**src/rtl/node_xy_switch.sv**
```systemverilog
// node_xy_switch -- 4-port XY mesh router node.
//
// Each input port (0=N, 1=S, 2=E, 3=W) owns a small FIFO fed by an upstream
// head/pop handshake. The FIFO head is routed row-first or column-first
// toward the target node, fanned out to every other port when its payload
// equals the broadcast value, or dropped with an err pulse when it is
// addressed to this node. Each output port owns a round-robin arbiter and
// a holding register that is reloaded whenever it is empty or being consumed.
//
// Ports:
//   clk       in   sole clock, rising edge
//   reset     in   asynchronous active-low reset
//   pndng_in  in   [3:0] upstream head valid per port
//   data_in   in   [3:0][pckg_sz] upstream head data per port
//   popin     out  [3:0] pop strobe back to upstream (combinational)
//   pndng     out  [3:0] output holding register valid
//   data_out  out  [3:0][pckg_sz] output holding register data
//   pop       in   [3:0] downstream consume strobe
//   err       out  one-cycle pulse per dropped self-addressed packet
module node_xy_switch #(
  parameter int pckg_sz    = 40,
  parameter int fifo_depth = 4,
  parameter int id_row     = 1,
  parameter int id_column  = 1,
  parameter logic [pckg_sz-18:0] bdcst = {1'b0, {(pckg_sz-18){1'b1}}}
) (
  input  logic                    clk,
  input  logic                    reset,
  input  logic [3:0]              pndng_in,
  input  logic [3:0][pckg_sz-1:0] data_in,
  output logic [3:0]              popin,
  output logic [3:0]              pndng,
  output logic [3:0][pckg_sz-1:0] data_out,
  input  logic [3:0]              pop,
  output logic                    err
);

  localparam int aw = (fifo_depth > 1) ? $clog2(fifo_depth) : 1;
  localparam int cw = $clog2(fifo_depth + 1);
  localparam logic [cw-1:0] depth_c = cw'(fifo_depth);
  localparam logic [aw-1:0] last_c  = aw'(fifo_depth - 1);
  localparam logic [3:0]    row_c   = 4'(id_row);
  localparam logic [3:0]    col_c   = 4'(id_column);

  logic [pckg_sz-1:0]        mem [4][fifo_depth];
  logic [3:0][aw-1:0]        rd_ptr;
  logic [3:0][aw-1:0]        wr_ptr;
  logic [3:0][cw-1:0]        count;
  logic [3:0][3:0]           sent;      // [input][output] copies already delivered
  logic [3:0][1:0]           rr_ptr;    // [output] highest-priority input
  logic [3:0][pckg_sz-1:0]   head;
  logic [3:0]                head_valid;
  logic [3:0]                is_self;
  logic [3:0]                head_pop;
  logic [3:0]                push;
  logic [3:0][3:0]           tgt;       // [input][output]
  logic [3:0][3:0]           req;       // [input][output]
  logic [3:0][3:0]           grant;     // [output][input]
  logic [3:0][3:0]           taken;     // [input][output]
  logic [3:0]                ready;
  logic [3:0]                gnt_any;
  logic [3:0][1:0]           gnt_idx;

  // Destination mask of a head packet; all-zero means addressed to this node.
  function automatic logic [3:0] route(input logic [pckg_sz-1:0] h, input logic [1:0] arr);
    logic [3:0] tr;
    logic [3:0] tc;
    logic [3:0] m;
    tr = h[pckg_sz-9 -: 4];
    tc = h[pckg_sz-13 -: 4];
    if (h[pckg_sz-18:0] == bdcst) begin
      m = ~(4'b0001 << arr);
    end else if ((tr == row_c) && (tc == col_c)) begin
      m = 4'b0000;
    end else if (h[pckg_sz-17] ? (tr != row_c) : (tc == col_c)) begin
      // Vertical move: rows differ in row-first mode, or columns already match.
      m = (tr < row_c) ? 4'b0001 : 4'b0010;
    end else begin
      m = (tc < col_c) ? 4'b1000 : 4'b0100;
    end
    return m;
  endfunction

  assign popin = push;
  assign ready = ~pndng | pop;

  // FIFO head decode, upstream pop and per-output requests.
  always_comb begin
    head       = '0;
    head_valid = '0;
    push       = '0;
    tgt        = '0;
    is_self    = '0;
    req        = '0;
    for (int i = 0; i < 4; i++) begin
      head[i]       = mem[i][rd_ptr[i]];
      head_valid[i] = (count[i] != '0);
      // A full FIFO refuses the push even if its head leaves this cycle.
      push[i]       = pndng_in[i] && (count[i] < depth_c) && reset;
      tgt[i]        = head_valid[i] ? route(head[i], 2'(i)) : 4'b0000;
      is_self[i]    = head_valid[i] && (tgt[i] == 4'b0000);
      req[i]        = tgt[i] & ~sent[i];
    end
  end

  // Round-robin arbitration per output, starting at that output's pointer.
  always_comb begin
    logic [1:0] idx;
    idx     = 2'd0;
    grant   = '0;
    gnt_any = '0;
    gnt_idx = '0;
    for (int o = 0; o < 4; o++) begin
      for (int k = 0; k < 4; k++) begin
        idx = rr_ptr[o] + 2'(k);
        if (ready[o] && !gnt_any[o] && req[idx][o]) begin
          gnt_any[o]       = 1'b1;
          gnt_idx[o]       = idx;
          grant[o][idx]    = 1'b1;
        end else begin
          grant[o][idx]    = grant[o][idx];
        end
      end
    end
  end

  // Head retirement: popped once every target copy has been delivered.
  always_comb begin
    taken    = '0;
    head_pop = '0;
    for (int i = 0; i < 4; i++) begin
      taken[i]    = {grant[3][i], grant[2][i], grant[1][i], grant[0][i]};
      head_pop[i] = head_valid[i] && ((tgt[i] & ~(sent[i] | taken[i])) == 4'b0000);
    end
  end

  // FIFO storage write; contents are don't-care while the count is zero.
  always_ff @(posedge clk) begin
    for (int i = 0; i < 4; i++) begin
      if (push[i]) begin
        mem[i][wr_ptr[i]] <= data_in[i];
      end
    end
  end

  // FIFO pointers, occupancy and broadcast sent masks.
  always_ff @(posedge clk or negedge reset) begin
    if (!reset) begin
      rd_ptr <= '0;
      wr_ptr <= '0;
      count  <= '0;
      sent   <= '0;
    end else begin
      for (int i = 0; i < 4; i++) begin
        if (push[i]) begin
          wr_ptr[i] <= (wr_ptr[i] == last_c) ? '0 : wr_ptr[i] + aw'(1);
        end
        if (head_pop[i]) begin
          rd_ptr[i] <= (rd_ptr[i] == last_c) ? '0 : rd_ptr[i] + aw'(1);
        end
        count[i] <= count[i] + cw'(push[i]) - cw'(head_pop[i]);
        sent[i]  <= head_pop[i] ? 4'b0000 : (sent[i] | taken[i]);
      end
    end
  end

  // Output holding registers, arbiter pointers and the drop pulse.
  always_ff @(posedge clk or negedge reset) begin
    if (!reset) begin
      pndng    <= '0;
      data_out <= '0;
      rr_ptr   <= '0;
      err      <= 1'b0;
    end else begin
      err <= |is_self;
      for (int o = 0; o < 4; o++) begin
        if (gnt_any[o]) begin
          pndng[o]    <= 1'b1;
          data_out[o] <= {row_c, col_c, head[gnt_idx[o]][pckg_sz-9:0]};
          rr_ptr[o]   <= gnt_idx[o] + 2'd1;
        end else if (pop[o]) begin
          pndng[o]    <= 1'b0;
        end else begin
          pndng[o]    <= pndng[o];
        end
      end
    end
  end

endmodule

```
**config.mk**
```make
export PLATFORM = sky130hd
export DESIGN_NAME = node_xy_switch
export DESIGN_NICKNAME = d
export VERILOG_FILES = /design/src/rtl/node_xy_switch.sv
export SDC_FILE = /design/constraint.sdc
export NUM_CORES = 1
export LEC_CHECK = 0
export BUFFER_PORTS_ARGS = -buffer_cell sky130_fd_sc_hd__buf_2
export CAP_MARGIN = 5
export CORE_ASPECT_RATIO = 1.25
export CORE_MARGIN = 2
export CORE_UTILIZATION = 55
export DETAILED_ROUTE_END_ITERATION = 7
export GPL_ROUTABILITY_DRIVEN = 0
export GPL_TIMING_DRIVEN = 1
export PLACE_DENSITY = 0.74
export SLEW_MARGIN = 20
export SYNTH_ARGS = -nofsm -noshare
export SYNTH_HDL_FRONTEND = slang
export SYNTH_SLANG_ARGS = --single-unit
export TNS_END_PERCENT = 50
```
**constraint.sdc**
```tcl
create_clock -name clk -period 7.02 [get_ports clk]
set_clock_uncertainty 0.2 [all_clocks]
set_input_delay 0.702 -clock clk [delete_from_list [all_inputs] [get_ports clk]]
set_output_delay 0.702 -clock clk [all_outputs]
set_load 0.02 [all_outputs]
```
==> flow_metrics.py <==
metrics = {
    "synthesis": {
        "synth_cell_types": 89,
        "ys_async_sr_fraction_pct": 27.0,
        "yosysSeqAreaShare_pct": 58.9,
        "ys_seq_elements": 701,
        "synth_ff_type": "edfxtp_1",
        "synth_area_um2": 34100,
        "synth.avg_cell_area_um2": 13.6,
        "synthCells": 2509,
        "synth-edff-count": 512,
        "yosys_warnings": 0,
    },
    "floorplan": {
        "core_area_um2": 61600,
        "rows": 102,
        "floorplan.initialDensity_pct": 55.4,
        "die_h_um": 283,
        "pin_count": 339,
        "die_w_um": 227,
        "die-area_um2": 64100,
    },
    "clock_tree": {
        "clk_path_buf_depth": 3,
        "cts_tree": "built",
        "clkSlewWorstSetupHoldPaths_ns": 0.06,
        "root_buffer": "clkbuf_16",
        "cts_max_level": 3,
        "clock_latency_ns": 0.63,
        "numCtsBuffers": 70,
        "cts.sinks": 701,
    },
    "grt": {
        "grt.overflow.total": 0,
        "grt_max_degree": 68,
        "grt_pass1_wl_um": 153000,
        "grtUsageTotal_pct": 33.0,
        "grt_antenna_before_repair": 13,
        "grt_pass1_vias": 24000,
    },
    "status": {
        "status": "finished, violations left",
        "violations": "DRC",
    },
    "sta": {
        "grt_setup_unrepaired": "no",
        "finalSetupTns_ns": 0,
        "hold_viol": 0,
        "fmax_ghz": 0.145,
        "worst_pin_slew_ns": 1.01,
        "slew_viol_final": 0,
        "finalCritPeriodShare_pct": 98.3,
        "setup_violations": 0,
        "timing.slew.headroom_pct": 32.6,
        "fin_crit_ns": 6.90,
    },
    "cells_and_area": {
        "nets": 3067,
        "synthToLayoutAreaGrowth_pct": 15.1,
        "layout-drive-gt1-share_pct": 29.1,
    },
    "worst_setup_path": {
        "crit_path_max_fanout": 10,
        "critical_path_class": "reg2reg",
        "critPathCaptureType": "register",
        "cp.required_ns": 7.35,
        "crit_arrival_ns": 7.23,
        "crit_path_start_kind": "register",
        "reg2reg_depth": 21,
    },
    "drt": {
        "wl_per_cell_um": 28.3,
        "drtIter0Drc": 3418,
        "drt-total-wl_um": 106000,
        "vias": 24500,
        "vias_per_cell": 6.57,
        "drc": 2,
        "first_pass_iters": 8,
        "antenna_left": 0,
    },
    "flow_run": {
        "maxCapViolCount": 0,
    },
    "worst_hold_path": {
        "whs_path_depth": 1,
        "hold_path.class": "in2reg",
    },
    "placement": {
        "io_buffers": 282,
        "dpl.hpwl_um": 75700,
    },
}
==> cells in the final DEF (no fill, tap or decap), types with 15 or more instances in the layout <==
| cell type | Yosys | routed |
|---|---|---|
| nor3_1 | 31 | 30 |
| inv_1 | 57 | 57 |
| ha_1 | 52 | 52 |
| buf_4 | 33 | 118 |
| a21oi_1 | 102 | 99 |
| nor2_1 | 173 | 171 |
| mux2i_1 | 72 | 72 |
| nand2_1 | 267 | 266 |
| a221oi_1 | 21 | 20 |
| edfxtp_1 | 512 | 512 |
| dfrtp_1 | 189 | 184 |
| and3_1 | 39 | 39 |
| clkinv_2 | 0 | 15 |
| o31ai_1 | 37 | 36 |
| o21ai_0 | 97 | 97 |
| or3_1 | 23 | 22 |
| mux2_2 | 122 | 122 |
| mux4_2 | 149 | 149 |
| conb_1 | 1 | 24 |
| a211oi_1 | 49 | 49 |
| o22ai_1 | 26 | 25 |
| nand4_1 | 21 | 21 |
| buf_2 | 25 | 281 |
| and2_1 | 45 | 41 |
| clkbuf_16 | 0 | 74 |
==> what timing repair did <==
action | CTS | global route
hold buffers | 1 | 0
endpoints found under the hold margin | 47 | 0
endpoints found under the setup margin | 1 | 8
setup buffers | 0 | 1
pin swaps | 0 | 1
resized for setup | 1 | 20
==> cell usage after synthesis (all sizes together), types with 4 or more instances <==
master	instances	area (µm²)
nand2b	11	68.8
nand2	267	1000
nor4	15	119
and2	48	300
o21a	9	67.6
a22oi	7	52.6
and3	39	244
nand3	14	70.1
mux4	157	3570
a21boi	7	67.6
dfrtp	189	4730
o211a	7	70.1
o21ai	104	521
or4b	4	47.6
a21oi	102	510
a21o	7	52.6
nand4	21	131
mux2	130	1470
nor2b	13	81.3
buf	75	490
a311o	7	70.1
xnor2	13	114
inv	58	218
nor3	31	155
nor2	173	649
a211o	5	43.8
ha	52	651
o211ai	7	52.6
mux2i	72	721
o31ai	37	278
nor4b	5	43.8
or2	4	25.0
edfxtp	512	15400
a221oi	22	199
a31oi	18	113
clkbuf	95	357
nand3b	5	37.5
a31o	9	87.6
o32ai	10	95.1
o22ai	26	163
or3	23	144
a2111oi	6	65.1
fa	4	80.1
a211oi	50	380
==> flip-flops by register name, indices dropped and copies added, names as in the netlist <==
signal,flops
mem,512
err,1
wr_ptr,8
data_out,132
rd_ptr,8
rr_ptr,8
sent,16
count,12
pndng,4
==> worst max-delay path, cell delays in order, from the launching register on <==
cell	delay, ns
dfrtp_1	0.66
buf_4	0.26
mux4_2	0.46
or4b_1	0.61
a2111oi_2	0.46
a31oi_1	0.17
mux4_2	0.58
a2111o_1	0.52
a21boi_4	0.20
and3_1	0.21
nor4_1	0.41
o31ai_1	0.18
a311o_1	0.42
a31o_4	0.25
inv_2	0.05
ha_1	0.21
inv_1	0.06
ha_1	0.13
inv_1	0.05
fa_1	0.37
xnor2_1	0.18
xnor2_1	0.14
==> routing by layer <==
metal	global-route usage (%)	vias to the layer above	part of all wire, %
met2	54.5	1648	49
met4	21.9	16	7.4
met1	39.3	12100	34
met3	6.75	455	9.8
met5	0	-	0.099
li1	-	10300	-
==> stage by stage <==
stage	setup WS, ns	hold slack, ns	utilization [%]	cells	area [µm²]
6_report	0.122	0.0952	63.8	3734	39300
5_1_grt	0.0112	0.0884	63.8	3734	39300
4_1_cts	0.0436	0.0749	63.6	3730	39200
3_5_place_dp	0.0142	0.269	59.9	3599	36900
3_3_place_gp	0.250	0.260	59.9	3599	36900
2_1_floorplan	1.00	0.206	-	2532	34200
==> cells by family after synthesis <==
logic type	Yosys count	synth area share, %
AO/OA/AOI/OAI	470	9.33
buffers and inverters	229	3.13
AND/OR/NAND/NOR	680	9.31
adder cells (fa/ha/maj)	56	2.14
multiplexers	359	16.9
other	1	0.0110
XOR/XNOR	13	0.333
flip-flops	701	58.9
==> path summary, 6_finish.rpt <==
path | from | end | slack [ns]
min reg2reg | data_out[9] | data_out[9] | 0.28
min | data_in[58] | mem[1][98] | 0.1
max | rd_ptr[1] | count[5] | 0.12
max reg2reg | rd_ptr[1] | count[5] | 0.12
max in group asynchronous | reset | rd_ptr[6] | 4.38
min in group asynchronous | reset | count[7] | 0.41
==> cell type report <==
type | instances | area (µm²)
clock inverter | 41 | 312
multi-input combinational | 1602 | 13200
clock buffer | 89 | 1930
inverter | 59 | 221
tap | 832 | 1040
fill | 4487 | 22300
timing repair buffer | 407 | 2440
sequential | 701 | 20100
antenna | 3 | 7.51
Power is left out: the tool's default activity adds up to more than one toggle a clock period on the data nets, which glitch-free logic cannot reach.
